`src/rtl/cpu_ctrl_fsm.sv`:
```
// Multi-cycle control sequencer: fetch over imem req/ack, decode by
// instr[6:5], step EXEC/MEM/WB, update the 8-bit PC (incl. branches).
// Ports: clk, rst_n (sync, active low), run, imem_* (fetch handshake),
//   instr (IR), imm_data, alu_zero, alu_src_imm, dmem_* (data handshake),
//   reg_we, wb_sel_mem, pc, busy, fault (sticky timeout flag).
module cpu_ctrl_fsm #(
  parameter int unsigned TIMEOUT  = 15,
  parameter logic [7:0]  RESET_PC = 8'h00
) (
  input  logic        clk,
  input  logic        rst_n,
  input  logic        run,
  output logic        imem_req,
  output logic [7:0]  imem_addr,
  input  logic        imem_ack,
  input  logic [31:0] imem_rdata,
  output logic [31:0] instr,
  input  logic [7:0]  imm_data,
  input  logic        alu_zero,
  output logic        alu_src_imm,
  output logic        dmem_req,
  output logic        dmem_we,
  input  logic        dmem_ack,
  output logic        reg_we,
  output logic        wb_sel_mem,
  output logic [7:0]  pc,
  output logic        busy,
  output logic        fault
);

  typedef enum logic [2:0] {
    S_IDLE, S_FETCH, S_DECODE, S_EXEC,
    S_MEM, S_WB, S_ERROR
  } state_t;

  typedef enum logic [2:0] {
    C_LOAD, C_ALUI, C_STORE, C_RTYPE, C_BRANCH
  } cls_t;

  // Last count value that may still wait; one more
  // idle cycle means the count reaches TIMEOUT.
  localparam logic [7:0] TMO_LAST = 8'(TIMEOUT - 1);

  state_t      state, state_nx;
  cls_t        cls;
  logic [7:0]  pc_nx, cnt, cnt_nx;
  logic [31:0] instr_nx;
  logic        fault_nx;
  state_t      done_nx;

  assign imem_addr = pc;
  assign done_nx   = run ? S_FETCH : S_IDLE;

  // IR is stable from DECODE onwards, so the
  // class can be decoded straight from it.
  always_comb begin
    cls = C_ALUI;
    unique case (1'b1)
      instr[6:5] == 2'b00 &&  instr[4]: cls = C_LOAD;
      instr[6:5] == 2'b00 && !instr[4]: cls = C_ALUI;
      instr[6:5] == 2'b01:              cls = C_STORE;
      instr[6:5] == 2'b10:              cls = C_RTYPE;
      instr[6:5] == 2'b11:              cls = C_BRANCH;
    endcase
  end

  always_comb begin
    state_nx = state;
    pc_nx    = pc;
    instr_nx = instr;
    fault_nx = fault;
    cnt_nx   = cnt;
    case (state)
      S_IDLE: begin
        if (run) state_nx = S_FETCH;
      end
      S_FETCH: begin
        if (imem_ack) begin
          instr_nx = imem_rdata;
          state_nx = S_DECODE;
        end else if (cnt == TMO_LAST) begin
          state_nx = S_ERROR;
          fault_nx = 1'b1;
        end else begin
          cnt_nx = cnt + 8'd1;
        end
      end
      S_DECODE: state_nx = S_EXEC;
      S_EXEC: begin
        case (cls)
          C_LOAD, C_STORE: state_nx = S_MEM;
          C_BRANCH: begin
            pc_nx    = alu_zero ? pc + imm_data
                                : pc + 8'd1;
            state_nx = done_nx;
          end
          default: state_nx = S_WB;
        endcase
      end
      S_MEM: begin
        if (dmem_ack) begin
          if (cls == C_STORE) begin
            pc_nx    = pc + 8'd1;
            state_nx = done_nx;
          end else begin
            state_nx = S_WB;
          end
        end else if (cnt == TMO_LAST) begin
          state_nx = S_ERROR;
          fault_nx = 1'b1;
        end else begin
          cnt_nx = cnt + 8'd1;
        end
      end
      S_WB: begin
        pc_nx    = pc + 8'd1;
        state_nx = done_nx;
      end
      S_ERROR: state_nx = S_ERROR;
      default: state_nx = S_IDLE;
    endcase
    // Every state change restarts the wait count,
    // so FETCH/MEM always start counting from zero.
    if (state_nx != state) cnt_nx = 8'd0;
  end

  always_ff @(posedge clk) begin
    if (!rst_n) begin
      state       <= S_IDLE;
      pc          <= RESET_PC;
      instr       <= 32'd0;
      cnt         <= 8'd0;
      fault       <= 1'b0;
      imem_req    <= 1'b0;
      alu_src_imm <= 1'b0;
      dmem_req    <= 1'b0;
      dmem_we     <= 1'b0;
      reg_we      <= 1'b0;
      wb_sel_mem  <= 1'b0;
      busy        <= 1'b0;
    end else begin
      state       <= state_nx;
      pc          <= pc_nx;
      instr       <= instr_nx;
      cnt         <= cnt_nx;
      fault       <= fault_nx;
      // Outputs are registered copies of what the
      // next state drives.
      imem_req    <= state_nx == S_FETCH;
      alu_src_imm <= state_nx == S_EXEC
                     && cls != C_RTYPE;
      dmem_req    <= state_nx == S_MEM;
      dmem_we     <= state_nx == S_MEM
                     && cls == C_STORE;
      reg_we      <= state_nx == S_WB;
      wb_sel_mem  <= state_nx == S_WB
                     && cls == C_LOAD;
      busy        <= state_nx != S_IDLE
                     && state_nx != S_ERROR;
    end
  end

endmodule
```
`config.mk`:
```
export PLATFORM = sky130hd
export DESIGN_NAME = cpu_ctrl_fsm
export DESIGN_NICKNAME = d
export VERILOG_FILES = /design/src/rtl/cpu_ctrl_fsm.sv
export SDC_FILE = /design/constraint.sdc
export NUM_CORES = 1
export LEC_CHECK = 0
export BUFFER_PORTS_ARGS = -buffer_cell sky130_fd_sc_hd__buf_2
export CAP_MARGIN = 20
export CORE_MARGIN = 5
export CORE_UTILIZATION = 51
export DETAILED_ROUTE_END_ITERATION = 7
export PLACE_DENSITY = 0.78
export SLEW_MARGIN = 15
export SYNTH_ARGS = -nofsm -noshare
export SYNTH_HDL_FRONTEND = slang
export SYNTH_SLANG_ARGS = --single-unit
```
`constraint.sdc`:
```
create_clock -name clk -period 2.62 [get_ports clk]
set_clock_uncertainty 0.2 [all_clocks]
set_input_delay 0.131 -clock clk [delete_from_list [all_inputs] [get_ports clk]]
set_output_delay 0.131 -clock clk [all_outputs]
set_load 0.01 [all_outputs]
```
==> results.md <==
- Core ar.: 0.005956 mm2
- Worst-Skew Late Latency: 0.33 ns
- Share of cells above drive strength 1: 28.63%
- WS Path Type: reg -> reg
- Finished Layout Cells: 592
- Unrepaired setup endpoints after global routing: false
- Synth warnings: 0
- Via density: 5.441
- Number of max-cap violations: 0
- Root Buffer: clkbuf_8
- Hold depth: 4
- Die width: 88.47 um
- Pins Over Slew Limit: 0
- R2r startpoint: imem_addr[1]$_SDFFE_PN0P_
- # diodes: 0
- Setup TNS: 0 ns
- Yosys cell types: 71
- Peak Freq: 407.4 MHz
- Syn_nets: 443
- Hold-fix buffers at CTS: 34
- Sequential Power Share: 43.7%
- Pin slew with the least headroom to its limit: 0.5324 ns
- H-tree depth reported by CTS: 3
- Clock power share: 43.5%
- TritonCTS clock tree: yes
- P_leak: 1.886 nW
- Slew HR: 64.46%
- Critical path's slowest cell: a211o_1
- Most common cell in the synthesized netlist: nand2_1
- Worst setup EP type: register
- Remaining antenna violation count: 0
- Row cnt: 28
- # setup viols final: 0
- Clk slew on worst S/H paths: 0.07 ns
- Vias: 3221
- Synth top area cells: dfxtp_1 (38%), nand2_1 (9.0%), a21oi_1 (7.8%)
- Final Critical Period: 2.455 ns
- Top-level I/O count: 102
- Top cells by count, synth: nand2_1 (75), dfxtp_1 (59), a21oi_1 (49)
- Total gr overflow: 0
- Avg Inst Size Synth: 8.243 um2
- Nets: 574
- VDD IR max: 0.0005510 V
- Die area: 0.007827 mm2
- Crit path cell chain: ha_1, a211o_1, a2111oi_4, nor2_1, a311o_1, or3_1
- Final WL: 8.949 mm
- Hold worst-path end: imem_addr[0]$_SDFFE_PN0P_
- Num Clock Sinks: 59
- Initial antenna violation count: 0
- PwrDens: 504.7 mW/mm2
- Crit path launch: imem_addr[1]$_SDFFE_PN0P_
- Logic pwr share: 12.8%
- DR iter-0 viols: 123
- Main synth FF type: dfxtp_1
- Crit path largest cell delay: 0.36 ns
- Worst reg2reg setup slack: 0.17 ns
- P_int: 0.001617 W
- # port buffers: 101
- Arr. time, crit path: 2.48 ns
- Clock Path Buffers: 2
- Yosys reg bits: 59
- Sequential share of the synthesized area: 37.61%
- DP Wirelength: 5.939 mm
- Mapped Cells: 381
- Crit share post-route: 93.70%
- Drt first pass iters: 5
- Setup crit start kind: register
- CTS buffer count: 9
- Area leader, netlist: dfxtp_1
- Worst hold start: imm_data[0]
- Yosys top cell area share: 37.61%
- Postcts setup bufs: 0
- First-pass GRT wire length: 14.02 mm
- Final Hold Fails: 0
- WL/cell: 15.12 um
- Pin count of the biggest net entering global routing: 33
- Area Overhead vs Synth: 35.86%
- Ys async rst share: 0%
- Worst Path Max Fanout: 3
- WP data required: 2.64 ns
- Worst hold-check path type: in -> reg
- Number of flops mapped to enable cells by yosys: 0
- Switching part of the total: 24.93%
- Resized cells post-CTS: 0
- Residual DRC count: 0
- Outcome: finished, final reports clean
- Vias in the first global route: 3125
- GRT Total Usage: 22.78%
- Gp weighted congestion: 0.9026
- Chip Height: 88.47 um
- Inst Count DP: 542
- Reg2Reg Depth: 6
- Mapped cell area: 0.003141 mm2
- Worst r2r dst: imem_addr[7]$_SDFFE_PN0P_
- Initial core utilization: 52.73%
- Psw: 0.0005368 W
cell type report:
cell class / count / area [um2]
inverters: 11 / 41.29
flip-flops and latches: 59 / 1181
clock inverters: 6 / 88.84
fillers: 455 / 1689
well taps: 75 / 93.84
clock buffers: 10 / 137.6
repair buffers: 148 / 943.4
multi-input cells: 283 / 1780
per-stage QoR:
step,total power (W),area (um2),util (%),hold WS [ns],setup slack [ns]
final,0.002154,4267,71.64,0.02314,0.1651
after global routing,0.002236,4267,71.64,0.02892,0.01645
after CTS,0.002170,4267,71.64,0.008021,0.1780
after detailed placement,0.001191,3700,62.12,0.1771,0.1825
after global placement,0.001185,3700,62.12,0.1715,0.2282
after floorplan,0.001099,3141,-,0.06698,0.1494
power groups by stage:
stage | registers, W | logic [W] | clock network (W)
floorplan | 0.000969 | 0.000130 | 0
global placement | 0.000959 | 0.000225 | 0
detailed placement | 0.000960 | 0.000231 | 0
CTS | 0.000940 | 0.000272 | 0.000958
global route | 0.000944 | 0.000303 | 0.000989
finish | 0.000941 | 0.000276 | 0.000936
logic make-up (layout without fill, tap and decap cells):
| logic type | after synthesis | in the layout | share of synthesized area [%] |
|---|---|---|---|
| compound gates | 102 | 102 | 22.39 |
| xor+xnor | 6 | 6 | 1.673 |
| fa+ha+maj | 16 | 16 | 6.614 |
| buf+inv | 39 | 175 | 6.175 |
| flops | 59 | 59 | 37.61 |
| mux | 4 | 4 | 1.315 |
| simple gates | 155 | 155 | 24.22 |
cell usage in the layout (no fill, tap or decap), types with 3 or more instances in the layout:
master / n
a211oi_1: 4
nand2b_1: 6
or3_1: 3
mux2i_1: 3
buf_2: 101
xor2_1: 4
nor2_1: 24
nand4_1: 6
dlygate4sd3_1: 34
a21oi_1: 49
a21o_1: 3
o21ai_0: 9
ha_1: 15
nand2_1: 75
nand3_1: 8
dfxtp_1: 59
nor3_1: 7
o22ai_1: 3
inv_1: 11
clkbuf_8: 10
and2_1: 3
a31oi_1: 4
buf_4: 13
state kept, by name, indices dropped and copies added (netlist names), 3 cells and up:
name	count
imem_addr	8
cnt	8
state	3
instr	32
worst max-delay path: cells and delay by family (launching register included):
kind / cells / cell delay, ns
AO/OA/AOI/OAI: 3 / 1.03
AND/OR/NAND/NOR: 2 / 0.49
flip-flops: 1 / 0.32
adder cells (fa/ha/maj): 1 / 0.30
per-layer routing:
| metal | wire, um | up-vias | share of wire (%) | GRT usage (%) |
|---|---|---|---|---|
| li1 | - | 1603 | - | - |
| met1 | 3539 | 1476 | 40 | 25.46 |
| met2 | 4586 | 113 | 51 | 41.06 |
| met3 | 541 | 29 | 6.0 | 4.655 |
| met4 | 280 | 0 | 3.1 | 10.99 |
| met5 | 0 | - | 0 | 0 |
worst max path at each step:
stage,end,cells after the start
6_report,imem_addr[7]$_SDFFE_PN0P_,6
5_1_grt,imem_addr[6]$_SDFFE_PN0P_,8
4_1_cts,imem_addr[7]$_SDFFE_PN0P_,6
3_5_place_dp,imem_addr[7]$_SDFFE_PN0P_,6
3_3_place_gp,imem_addr[7]$_SDFFE_PN0P_,6
2_1_floorplan,imem_addr[7]$_SDFFE_PN0P_,6
Power figures use the tool's default switching activity.
